<file path="src/rtl/morse_pkg.sv">
// -----------------------------------------------------------------------------
// morse_pkg
// Shared definitions for the Morse keyer: element encoding, unit multipliers
// for marks and gaps, the widest supported character and the keyer state enum.
// -----------------------------------------------------------------------------
package morse_pkg;

   // Element encoding inside a character code word.
   localparam logic DOT  = 1'b0;
   localparam logic DASH = 1'b1;

   // Durations expressed in Morse time units. Only 1 and 3 ever occur.
   typedef logic [1:0] units_t;
   localparam units_t DOT_UNITS      = 2'd1;
   localparam units_t DASH_UNITS     = 2'd3;
   localparam units_t ELEM_GAP_UNITS = 2'd1;
   localparam units_t CHAR_GAP_UNITS = 2'd3;

   // Longest character the encoder can present; wider widths are clamped.
   localparam int MAX_WIDTH = 5;

   typedef enum logic [2:0] {
      IDLE,
      MARK,
      GAP,
      CHAR_GAP,
      DONE
   } state_t;

endpackage

</file>
<file path="src/rtl/morse_keyer_if.sv">
// -----------------------------------------------------------------------------
// morse_keyer_if
// Character handshake and key outputs between the encoder (master) and the
// keyer (slave).
//   valid   : encoder presents code/width
//   code    : element bits, right-aligned, 0=dot 1=dash
//   width   : element count (0 = empty, 6..7 clamp to 5)
//   ready   : keyer can accept (transfer on valid && ready at a rising edge)
//   key_out : registered key, 1 = tone on
//   done    : one-cycle pulse at the end of each accepted character
//   busy    : inverse of ready
// -----------------------------------------------------------------------------
interface morse_keyer_if;

   logic       valid;
   logic [4:0] code;
   logic [2:0] width;
   logic       ready;
   logic       key_out;
   logic       done;
   logic       busy;

   modport master (
      output valid, code, width,
      input  ready, key_out, done, busy
   );

   modport slave (
      input  valid, code, width,
      output ready, key_out, done, busy
   );

endinterface

</file>
<file path="src/rtl/morse_unit_timer.sv">
// -----------------------------------------------------------------------------
// morse_unit_timer
// Loadable down-counter that measures 1 or 3 Morse units. On load it takes
// units*UNIT_CYCLES-1, then counts down and holds at zero.
//   clk, rst_n : clock, asynchronous active-low reset
//   load_i     : load the counter this cycle
//   units_i    : duration to load, in units (1 or 3)
//   zero_o     : counter currently equals zero
// -----------------------------------------------------------------------------
module morse_unit_timer
   import morse_pkg::*;
#(
   parameter int UNIT_CYCLES = 5_000_000
) (
   input  logic   clk,
   input  logic   rst_n,
   input  logic   load_i,
   input  units_t units_i,
   output logic   zero_o
);

   localparam int CW = $clog2(3 * UNIT_CYCLES);
   localparam logic [CW-1:0] LOAD_1 = CW'(UNIT_CYCLES - 1);
   localparam logic [CW-1:0] LOAD_3 = CW'(3 * UNIT_CYCLES - 1);

   logic [CW-1:0] cnt_q, cnt_d;
   logic [CW-1:0] load_val;

   // Only 1-unit and 3-unit durations exist, so a two-way select suffices.
   assign load_val = (units_i == DOT_UNITS) ? LOAD_1 : LOAD_3;

   always_comb begin
      // NOTE: default assignment first so every path assigns cnt_d and no latch is inferred.
      cnt_d = cnt_q;
      if (load_i) begin
         cnt_d = load_val;
      end else if (cnt_q != '0) begin
         cnt_d = cnt_q - CW'(1);
      end
   end

   always_ff @(posedge clk or negedge rst_n) begin
      // NOTE: non-blocking assignments for flops so all registers update from pre-edge values.
      if (!rst_n) begin
         cnt_q <= '0;
      end else begin
         cnt_q <= cnt_d;
      end
   end

   assign zero_o = (cnt_q == '0);

endmodule

</file>
<file path="src/rtl/morse_keyer.sv">
// -----------------------------------------------------------------------------
// morse_keyer
// Serialises one Morse character (code/width from the encoder) into a timed
// key signal: dot = 1 unit, dash = 3 units, 1-unit gap between elements and a
// 3-unit gap after the last, then a one-cycle done pulse.
//   clk, rst_n : clock, asynchronous active-low reset
//   bus        : morse_keyer_if.slave (valid/code/width in,
//                ready/key_out/done/busy out)
// All outputs are registered from the next state, so each appears in the
// cycle right after the edge that decided it.
// -----------------------------------------------------------------------------
module morse_keyer
   import morse_pkg::*;
#(
   parameter int UNIT_CYCLES = 5_000_000
) (
   input  logic          clk,
   input  logic          rst_n,
   morse_keyer_if.slave  bus
);

   state_t     state_q, state_d;
   logic [4:0] code_q, code_d;
   logic [2:0] idx_q, idx_d;
   logic       key_q, key_d;
   logic       done_q, done_d;
   logic       ready_q, ready_d;

   logic       accept;
   logic [2:0] width_clamped;
   logic       timer_load;
   units_t     timer_units;
   logic       timer_zero;

   assign accept        = bus.valid && ready_q;
   assign width_clamped = (bus.width > 3'(MAX_WIDTH)) ? 3'(MAX_WIDTH) : bus.width;

   morse_unit_timer #(
      .UNIT_CYCLES (UNIT_CYCLES)
   ) u_timer (
      .clk     (clk),
      .rst_n   (rst_n),
      .load_i  (timer_load),
      .units_i (timer_units),
      .zero_o  (timer_zero)
   );

   // State and registered outputs. key_out clears asynchronously on reset.
   always_ff @(posedge clk or negedge rst_n) begin
      if (!rst_n) begin
         state_q <= IDLE;
         code_q  <= '0;
         idx_q   <= '0;
         key_q   <= 1'b0;
         done_q  <= 1'b0;
         ready_q <= 1'b1;
      end else begin
         state_q <= state_d;
         code_q  <= code_d;
         idx_q   <= idx_d;
         key_q   <= key_d;
         done_q  <= done_d;
         ready_q <= ready_d;
      end
   end

   // Next state. IDLE and DONE both accept; a width-0 character goes straight
   // to DONE. The element index walks from width-1 down to 0.
   always_comb begin
      state_d = state_q;
      code_d  = code_q;
      idx_d   = idx_q;
      unique case (state_q)
         IDLE, DONE: begin
            state_d = IDLE;
            if (accept) begin
               code_d  = bus.code;
               idx_d   = width_clamped - 3'd1;
               state_d = (width_clamped == 3'd0) ? DONE : MARK;
            end
         end
         MARK: begin
            if (timer_zero) begin
               state_d = (idx_q != 3'd0) ? GAP : CHAR_GAP;
            end
         end
         GAP: begin
            if (timer_zero) begin
               idx_d   = idx_q - 3'd1;
               state_d = MARK;
            end
         end
         CHAR_GAP: begin
            if (timer_zero) begin
               state_d = DONE;
            end
         end
         default: state_d = IDLE;
      endcase
   end

   // Outputs and timer control, all derived from the state being entered.
   // Every timed state differs from its predecessor, so a state change is
   // exactly a timer load.
   always_comb begin
      key_d       = (state_d == MARK);
      done_d      = (state_d == DONE);
      ready_d     = (state_d == IDLE) || (state_d == DONE);
      timer_load  = (state_d != state_q);
      timer_units = DOT_UNITS;
      case (state_d)
         MARK:     timer_units = (code_d[idx_d] == DASH) ? DASH_UNITS : DOT_UNITS;
         GAP:      timer_units = ELEM_GAP_UNITS;
         CHAR_GAP: timer_units = CHAR_GAP_UNITS;
         default:  timer_units = DOT_UNITS;
      endcase
   end

   assign bus.ready   = ready_q;
   assign bus.busy    = !ready_q;
   assign bus.key_out = key_q;
   assign bus.done    = done_q;

endmodule

</file>
<file path="src/flat_wrapper.sv">
// flat-port wrapper written by rule: the top's interface ports become plain ports
module morse_keyer_flat import morse_pkg::*;
#(
   parameter int UNIT_CYCLES = 5_000_000
)
  (clk, rst_n, bus_valid, bus_code, bus_width, bus_ready, bus_key_out, bus_done, bus_busy);
  morse_keyer_if bus_i ();
  input  logic clk;
  input  logic rst_n;
  input wire logic [$bits(bus_i.valid)-1:0] bus_valid;
  input wire logic [$bits(bus_i.code)-1:0] bus_code;
  input wire logic [$bits(bus_i.width)-1:0] bus_width;
  output wire logic [$bits(bus_i.ready)-1:0] bus_ready;
  output wire logic [$bits(bus_i.key_out)-1:0] bus_key_out;
  output wire logic [$bits(bus_i.done)-1:0] bus_done;
  output wire logic [$bits(bus_i.busy)-1:0] bus_busy;
  assign bus_i.valid = bus_valid;
  assign bus_i.code = bus_code;
  assign bus_i.width = bus_width;
  assign bus_ready = bus_i.ready;
  assign bus_key_out = bus_i.key_out;
  assign bus_done = bus_i.done;
  assign bus_busy = bus_i.busy;
  morse_keyer #(.UNIT_CYCLES(UNIT_CYCLES)) u_core (.clk(clk), .rst_n(rst_n), .bus(bus_i));
endmodule
</file>
<file path="config.mk">
export PLATFORM = sky130hd
export DESIGN_NAME = morse_keyer_flat
export DESIGN_NICKNAME = d
export VERILOG_FILES = /design/src/rtl/morse_pkg.sv /design/src/rtl/morse_keyer_if.sv /design/src/rtl/morse_unit_timer.sv /design/src/rtl/morse_keyer.sv /design/src/flat_wrapper.sv
export SDC_FILE = /design/constraint.sdc
export NUM_CORES = 1
export LEC_CHECK = 0
export ABC_AREA = 1
export ABC_CLOCK_PERIOD_IN_PS = 1900
export BUFFER_PORTS_ARGS = -buffer_cell sky130_fd_sc_hd__buf_2
export CORE_ASPECT_RATIO = 0.7
export CORE_UTILIZATION = 54
export DETAILED_ROUTE_END_ITERATION = 6
export GPL_ROUTABILITY_DRIVEN = 1
export PLACE_DENSITY = 0.81
export SLEW_MARGIN = 0
export SYNTH_ARGS = -nofsm -noshare
export SYNTH_HDL_FRONTEND = slang
export SYNTH_SLANG_ARGS = --single-unit
export TNS_END_PERCENT = 1
</file>
<file path="constraint.sdc">
create_clock -name clk -period 1.9 [get_ports clk]
set_input_delay 0 -clock clk [delete_from_list [all_inputs] [get_ports clk]]
set_output_delay 0 -clock clk [all_outputs]
set_load 0.02 [all_outputs]
</file>
* Word-level counts from Yosys, hierarchy flattened *
Cells that the tools add are included.

storage, ports and cells
  flip-flop bits (word level) = 38
  bits in latches = 0
  memory bits (writable) = 0
  bits in read-only memories = 0
  output and inout bits = 4
  memories = 0

cells by class
  add/subtract/negate cells = 3
  multipliers = 0
  div/mod/pow operators = 0
  $lt $le $gt $ge = 2
  equal/unequal tests = 9
  shift-type cells = 0
  multiplexer cells = 20
  bitwise gates (word level) = 0
  reductions and logical operators = 11

operators with widths
  operator                 number
  $mux W24                 3
  $logic_not A24 Y1        1
  $mux W3                  8
  $reduce_bool A24 Y1      1
  $sub A24 B1 Y24 const B  1
  $pmux W3 S4              1
  $mux W5                  2
  $eq A3 B2 Y1 const B     3
  $logic_not A3 Y1         3
  $eq A3 B1 Y1 const B     2
  $eq A3 B3 Y1 const B     2
  $pmux W3 S2              1
  $sub A3 B1 Y3 const B    2
  $lt A3 B4 Y1 const B     1
  $pmux W2 S2              1
  $bmux W1 S3              1
  $gt A3 B3 Y1 const B     1
  $ne A3 B3 Y1             1
  $reduce_bool A3 Y1       1
  $eq A2 B1 Y1 const B     1
  $mux W1                  2
  $mux W2                  1
  $reduce_bool A2 Y1       1
  $reduce_or A2 Y1         1
  other kinds (3)          3

* Depth between registers and ports, before layout *
Gate-level depths: netlist of the first run.

  depth in word-level cells = 12
  mapped depth = 17

* By module *
A second synthesis of the first run with hierarchy kept.

second synthesis, totals
  cell total of the unflattened synthesis = 376
  area, all modules = 2737.6 um^2

modules (own cells, without submodules)
  module            instances  cells an instance  area each (um^2)  sequential area each (um^2)
  morse_unit_timer  1          236                1755.4            600.6
  morse_keyer       1          140                982.2             351.6

* Least setup slack after synthesis of the first run *
Ideal clock, no wire load.

  path kind = reg2reg
  start = register u_core.u_timer.cnt_q[0]
  end = register u_core.u_timer.cnt_q[3]
  setup time = 0.124 ns
  arrival = 1.909 ns
  data required time = 1.776 ns
  slack = -0.133 ns
  cell stages (with the launch flop) = 14
  path buffers = 1
  cells stage by stage = dfrtp_1 -> inv_1 -> ha_1 -> nand2_1 -> nor2_4 -> nand2_2 -> nor2_8 -> nand2_4 -> nand2_4 -> o21ai_2 -> nor2_2 -> nand2_4 -> buf_6 -> a211o_1

between the ends
  cells in the longest elaborated chain, start to end = 5
  elaborated cells between the ends (all ways) = 11

ends and longest elaborated chain
  what                                                   line                                                     RTL
  start, declared                                        morse_unit_timer.sv:26                                   logic [CW-1:0] cnt_q, cnt_d;
  start signal, assigned                                 morse_unit_timer.sv:47                                   cnt_q <= cnt_d;
  $logic_not A24 Y1 *                                    morse_unit_timer.sv:51                                   assign zero_o = (cnt_q == '0);
  $mux W3 (on tied branches)                             morse_keyer.sv:94, morse_keyer.sv:83, morse_keyer.sv:88
  $pmux W3 S4 *                                          morse_keyer.sv:73                                        unique case (state_q)
  net u_core.state_d[1]                                  morse_keyer.sv:22                                        state_t state_q, state_d;
  $ne A3 B3 Y1 *                                         morse_keyer.sv:109                                       timer_load = (state_d != state_q);
  $mux W24 / $reduce_bool A2 Y1 (equally long branches)  -

The timed path passes the listed nets; every way through them passes the cells marked *. The select of a mux whose other input is x is not followed.
A chain may end at the register's enable or synchronous reset.

* Worst setup path in the final report of the first run *
  start = register u_core.u_timer.cnt_q[1]
  end = register u_core.u_timer.cnt_q[21]

between the ends
  cells in the longest elaborated chain, start to end = 10
  elaborated cells between the ends (all ways) = 21

ends and longest elaborated chain
  what                           line                    RTL
  $logic_not A24 Y1              morse_unit_timer.sv:51
  $mux W3                        morse_keyer.sv:88       if (timer_zero) begin
  $pmux W3 S2                    morse_keyer.sv:73
  $bmux W1 S3                    morse_keyer.sv:112      MARK: timer_units = (code_d[idx_d] == DASH) ? DASH_UNITS : DOT_UNITS;
  $mux W1 (not written as such)  morse_keyer.sv:112
  $mux W2                        morse_keyer.sv:112
  $pmux W2 S2                    morse_keyer.sv:111      case (state_d)
  $eq A2 B1 Y1                   morse_unit_timer.sv:30  assign load_val = (units_i == DOT_UNITS) ? LOAD_1 : LOAD_3;
  $mux W24                       morse_unit_timer.sv:30
  $mux W24                       morse_unit_timer.sv:35  if (load_i) begin

Parallel ways exist; a longest one is shown, timed or not. The select of a mux whose other input is x is not followed.

==> impl_metrics.py, run 1 <==
metrics = {
    "worst_hold_path": {
        "min_delay_path_depth": 6,
        "min_path_type": "in2reg",
    },
    "cells_and_area": {
        "area_growth_syn_to_layout_pct": 44.91,
        "stdcell_count": 425,
        "layout-drive-gt1-share": 0.4424,
        "layout_common_cells": "buf_4, nand2_1, dfrtp_1",
        "fin_nets": 388,
        "num_antenna_cells": 0,
        "stdcell_area_um2": 3311,
        "final_common_cell": "buf_4",
    },
    "global_routing": {
        "grt_overflow_total": 0,
        "grtUsageTotal": 0.3096,
        "grt_pass1_vias": 2332,
        "grt_max_degree": 39,
        "antenna_found_initial": 0,
        "grt_pass1_wl_um": 10380,
    },
    "synth": {
        "ys_types": 35,
        "synth_cells": 273,
        "synth.largest_area_cell": "dfrtp_1",
        "synthFlopType": "dfrtp_1",
        "ys_warn_count": 0,
        "async_flop_share": 1.000,
        "synth_area_per_cell_um2": 8.369,
        "synth-seq-cells": 38,
        "synth_area_leaders": "dfrtp_1, nand2_1, nor2_1, xor2_1, inv_1",
        "synth_top_area_frac": 0.4053,
        "synth_edf_count": 0,
        "seq_area_frac_synth": 0.4168,
        "netlist_area_um2": 2285,
        "synth_nets": 288,
    },
    "timing": {
        "final-hold-violation-count": 0,
        "fin_crit_sh": 1.174,
        "hold_ws_ns": 0.2985,
        "fin_ws_ns": -0.3305,
        "worst_slew_pin_slew_ns": 0.8563,
        "tns_ns": -6.162,
        "skew_ns": 0.006046,
        "maxClockFrequency_mhz": 448.3,
        "grt_setup_unrepaired": "yes",
        "setup_viol": 26,
        "min_period_ns": 2.231,
        "report.final.slew_viol_count": 0,
        "maxSlewHeadroom": 0.4291,
    },
    "worst_setup_path": {
        "endpoint_kind": "flop",
        "crit_required_ns": 2.13,
        "r2r_cells": 12,
        "critPathArrivalTime_ns": 2.46,
        "path_max_fanout": 4,
        "startpoint_type": "flop",
        "crit_type": "reg2reg",
        "crit_chain": "buf_6, nor2_4, nand2_2, nor3_4, nand3_2, nor2_4, nand3b_1, nor3_2, buf_4, xor2_2, nand2_2, a21oi_2",
        "cp_slowest_cell": "dfrtp_1",
        "critical-path-max-stage-delay_ns": 0.41,
    },
    "pwr": {
        "peakVddDrop_mv": 0.7979,
        "clock_power_share": 0.137,
        "power_density_nw_per_um2": 1169,
        "seq_power_share": 0.307,
        "switchingPower_uw": 1618,
        "p_leak_uw": 0.001626,
        "pwr-share-comb": 0.556,
        "cell_internal_pwr_uw": 2252,
        "switching_share": 0.4181,
    },
    "detailed_routing": {
        "drc": 0,
        "wl_per_cell_um": 15.76,
        "drt_iter0_drc": 232,
        "drt_pass1_iterations": 7,
        "wirelength_um": 6698,
        "vias": 2322,
        "via_per_inst": 5.464,
        "postRouteAntennaNets": 0,
    },
    "die": {
        "ioPinCount": 15,
        "fp.dieH_um": 56.42,
        "die_w_um": 79.75,
        "initial_utilization": 0.5721,
        "core-area_um2": 3994,
        "rows": 19,
        "die_area_um2": 4499,
    },
    "placement": {
        "hpwl_um": 4233,
        "placed_area_um2": 2880,
        "dp.cells": 396,
        "gp_congestion": 0.8323,
        "port_buffers": 14,
        "pre_cts_ws_ns": -0.4019,
    },
    "clock_network": {
        "clock-sinks": 38,
        "cts_buffer_depth": 2,
        "htreeDepth": 2,
        "cts_buffers": 5,
        "clk_pin_slew_ns": 0.07,
        "cts_root_buffer": "clkbuf_8",
        "clkLatencyLatePin_ns": 0.30,
        "cts_tree": "built",
    },
    "outcome": {
        "violations": "setup timing",
        "status": "complete, but fails checks",
    },
    "job": {
        "cap_violations": 0,
    },
}
-- cell type report --
type	instances	area [µm²]
Multi-Input combinational cell	198	1349
Clock inverter	2	10.01
Timing Repair Buffer	95	729.5
Inverter	35	136.4
Clock buffer	5	68.82
Sequential cell	38	952.2
Tap cell	52	65.06
Fill cell	215	683.2
-- routing by layer --
metal,track usage,up-vias,part of all wire
li1,-,1076,-
met1,0.3975,1120,0.44
met2,0.5287,107,0.49
met3,0.05691,19,0.053
met4,0.09694,0,0.017
met5,0,-,0
-- cells by family (layout without fill, tap and decap cells) --
family / Yosys count / after routing / share of synthesized area
AOI/OAI and AO/OA: 23 / 23 / 0.06298
xor gates and xnor gates: 20 / 20 / 0.07667
adders and majority gates: 4 / 4 / 0.02191
buffers and inverters: 38 / 137 / 0.07503
DFF: 38 / 38 / 0.4168
muxes: 4 / 4 / 0.01971
and+or+nand+nor: 146 / 147 / 0.3269
-- Yosys cell counts, types with 2 or more instances --
master    count
nand4_1       4
inv_1        33
nand2_4       3
ha_1          4
nor2_2        4
a21oi_1       8
xor2_1       15
nand3b_1      2
nand3_2       3
nand3_1      21
nor2_1       36
nand2_1      49
nor2_4        5
nor3_1        5
a21oi_2       2
o211ai_1      2
nand2_2       8
mux2_2        4
dfrtp_1      37
buf_6         2
xnor2_1       5
nor3_2        3
o21ai_0       6
-- timing repair --
action	in CTS	in global routing
cloned	1	0
buffers inserted	9	6
pin swaps	10	19
hold buffers	6	0
endpoints found under the setup margin	26	26
hold endpoints to repair	42	0
resized for setup	19	20
-- through the flow --
step / util / power, µW
after floorplan: - / 2238
after global placement: 0.7212 / 2792
after detailed placement: 0.7212 / 2876
after CTS: 0.7982 / 3626
after global routing: 0.8289 / 4087
final: 0.8289 / 3870
-- final timing paths --
path                                         start  slack (ns)                  endpoint
max reg2reg                u_core.u_timer.cnt_q[1]       -0.33  u_core.u_timer.cnt_q[21]
max in group asynchronous                    rst_n        1.01  u_core.u_timer.cnt_q[22]
min                                      bus_valid        0.30           u_core.bus.done
min reg2reg                       u_core.code_q[0]        0.51          u_core.code_q[0]
max                        u_core.u_timer.cnt_q[1]       -0.33  u_core.u_timer.cnt_q[21]
min in group asynchronous                    rst_n        0.35           u_core.bus.done
-- power groups by stage --
stage	logic [µW]	clock network, µW	registers, µW
final	2150	531	1190
after global routing	2320	568	1200
after CTS	1930	534	1160
after detailed placement	1700	0	1170
after global placement	1630	0	1160
after floorplan	1030	0	1200
-- flip-flops by register name (all words and copies together) (netlist names) --
name / flops
u_core.bus.done: 1
u_core.bus.key_out: 1
u_core.bus.ready: 1
u_core.code_q: 5
u_core.idx_q: 3
u_core.state_q: 3
u_core.u_timer.cnt_q: 24
-- worst max-delay path: cells and delay by family, from the launching register on --
| kind | cells | cell delay [ns] |
|---|---|---|
| xor+xnor | 1 | 0.14 |
| flops | 1 | 0.41 |
| compound gates | 1 | 0.12 |
| buf+inv | 2 | 0.29 |
| simple gates | 8 | 1.19 |
Note: power is estimated with default switching activity, not from simulation.
==> inputs of run 2 (changes only) <==
--- a/config.mk
+++ b/config.mk
@@ -10,9 +10,11 @@
 export BUFFER_PORTS_ARGS = -buffer_cell sky130_fd_sc_hd__buf_2
 export CORE_ASPECT_RATIO = 0.7
 export CORE_UTILIZATION = 54
+export CTS_BUF_LIST = sky130_fd_sc_hd__clkbuf_16
 export DETAILED_ROUTE_END_ITERATION = 6
 export GPL_ROUTABILITY_DRIVEN = 1
 export PLACE_DENSITY = 0.81
+export SKIP_CTS_REPAIR_TIMING = 1
 export SLEW_MARGIN = 0
 export SYNTH_ARGS = -nofsm -noshare
 export SYNTH_HDL_FRONTEND = slang
==> impl_metrics.py, run 2 (same netlist as run 1, synthesis figures left out) <==
metrics = {
    "detailed_routing": {
        "drt_iter0_drc": 180,
        "postRouteAntennaNets": 0,
        "via_per_inst": 5.327,
        "drc": 0,
        "wl_per_cell_um": 14.86,
        "wirelength_um": 6138,
        "drt_pass1_iterations": 6,
        "vias": 2200,
    },
    "cells_and_area": {
        "fin_nets": 376,
        "regMostFlops": "u_core.u_timer.cnt_q",
        "largest_register_ffs": 24,
        "area_growth_syn_to_layout_pct": 39.81,
        "num_antenna_cells": 0,
        "reg_top3": "u_core.u_timer.cnt_q: 24 flops, u_core.code_q: 5 flops",
        "layout-drive-gt1-share": 0.3961,
        "final_common_cell": "buf_4",
        "layout_common_cells": "buf_4, nand2_1, dfrtp_1",
        "stdcell_area_um2": 3194,
    },
    "placement": {
        "hpwl_um": 4233,
        "gp_congestion": 0.8323,
        "placed_area_um2": 2880,
        "port_buffers": 14,
    },
    "global_routing": {
        "grt_pass1_vias": 2088,
        "grt_max_degree": 39,
        "grtUsageTotal": 0.2791,
        "grt_pass1_wl_um": 9370,
        "grt_overflow_total": 0,
        "antenna_found_initial": 0,
    },
    "clock_network": {
        "cts_buffer_depth": 2,
        "clock-sinks": 38,
        "cts_buffers": 5,
        "clkLatencyLatePin_ns": 0.28,
        "cts_root_buffer": "clkbuf_16",
        "cts_tree": "built",
        "htreeDepth": 2,
        "clk_pin_slew_ns": 0.05,
    },
    "worst_setup_path": {
        "path_max_fanout": 7,
        "crit_required_ns": 2.07,
        "crit_type": "reg2reg",
        "critPathArrivalTime_ns": 2.43,
        "startpoint_type": "flop",
        "endpoint_kind": "flop",
    },
    "timing": {
        "fin_ws_ns": -0.3567,
        "report.final.slew_viol_count": 0,
        "grt_setup_unrepaired": "yes",
        "hold_ws_ns": -0.01662,
        "setup_viol": 26,
        "min_period_ns": 2.257,
        "skew_ns": 0.003722,
        "tns_ns": -6.555,
        "fin_crit_sh": 1.188,
        "maxSlewHeadroom": 0.4314,
        "worst_slew_pin_slew_ns": 0.8529,
        "maxClockFrequency_mhz": 443.1,
        "final-hold-violation-count": 2,
    },
    "die": {
        "core-area_um2": 3994,
        "die_w_um": 79.75,
        "fp.dieH_um": 56.42,
        "rows": 19,
        "die_area_um2": 4499,
        "ioPinCount": 15,
        "initial_utilization": 0.5721,
    },
    "pwr": {
        "peakVddDrop_mv": 0.8015,
        "p_leak_uw": 0.001572,
        "power_uw": 3940,
        "power_density_nw_per_um2": 1233,
    },
    "outcome": {
        "violations": "hold timing, setup timing",
        "status": "complete, but fails checks",
    },
    "worst_hold_path": {
        "min_path_type": "in2reg",
    },
    "job": {
        "cap_violations": 0,
    },
}
run 2: changes by cell type in the layout (fill, tap and decap cells not counted), moves of 2 or more:
cell | previous run | this run
nor2_2 | 8 | 6
nand2_1 | 42 | 44
xor2_1 | 13 | 15
nor2_1 | 28 | 31
buf_4 | 70 | 63
a21oi_1 | 3 | 6
dlygate4sd3_1 | 6 | 3
a21oi_2 | 7 | 4
clkbuf_8 | 5 | 0
nand2_2 | 14 | 12
nand3_1 | 18 | 20
clkbuf_16 | 0 | 5
xor2_2 | 2 | 0
run 2: layer usage:
layer / track usage / vias up / part of all wire
li1: - / 1055 / -
met1: 0.3835 / 1056 / 0.44
met2: 0.4408 / 75 / 0.49
met3: 0.05854 / 14 / 0.056
met4: 0.08929 / 0 / 0.016
met5: 0 / - / 0
run 2: critical path: stages (launching register included):
cell     delay (ns)
dfrtp_1        0.39
inv_1          0.10
ha_4           0.15
nand2_2        0.07
nor2_4         0.19
nand2_4        0.10
nor2_8         0.16
nand2_2        0.06
nand3_1        0.08
nand3_2        0.11
buf_4          0.16
nand3_1        0.07
nand3_1        0.11
nand2_2        0.12
nand3_4        0.14
nand2_2        0.11
inv_1          0.04
run 2: area by class of cell:
class	instances	area, µm²
clock buffers	5	125.1
clock inverters	2	10.01
fillers	230	799.5
inverters	35	136.4
multi-input cells	197	1270
flip-flops and latches	38	952.2
well taps	52	65.06
repair buffers	84	635.6
run 2: per-stage QoR:
step	util	hold slack [ns]	instances	setup slack, ns
2_1_floorplan	-	-0.2956	273	-0.06954
3_3_place_gp	0.7212	0.1469	396	-0.3343
3_5_place_dp	0.7212	0.1564	396	-0.4019
4_1_cts	0.7550	-0.1431	403	-0.4190
5_1_grt	0.7998	0.0009799	413	-0.4935
6_report	0.7998	-0.01662	413	-0.3567
run 2: worst paths after layout:
kind / start / endpoint / cells past startpoint / slack [ns]
worst max-delay path: u_core.u_timer.cnt_q[1] / u_core.u_timer.cnt_q[9] / 16 / -0.36
worst min-delay path: bus_code[2] / u_core.code_q[2] / 2 / -0.02
worst max register to register: u_core.u_timer.cnt_q[1] / u_core.u_timer.cnt_q[9] / 16 / -0.36
worst min register to register: u_core.code_q[0] / u_core.code_q[0] / 1 / 0.51
max in group asynchronous: rst_n / u_core.u_timer.cnt_q[22] / 2 / 0.99
min in group asynchronous: rst_n / u_core.idx_q[1] / 2 / 0.37
run 2: power breakdown:
group | switching, µW | total (µW) | internal (µW) | leakage, µW
Combinational | 1110 | 1990 | 880 | 0.00106
Clock | 304 | 777 | 473 | 0.0000694
Sequential | 128 | 1170 | 1040 | 0.000443
Total | 1540 | 3940 | 2400 | 0.00157
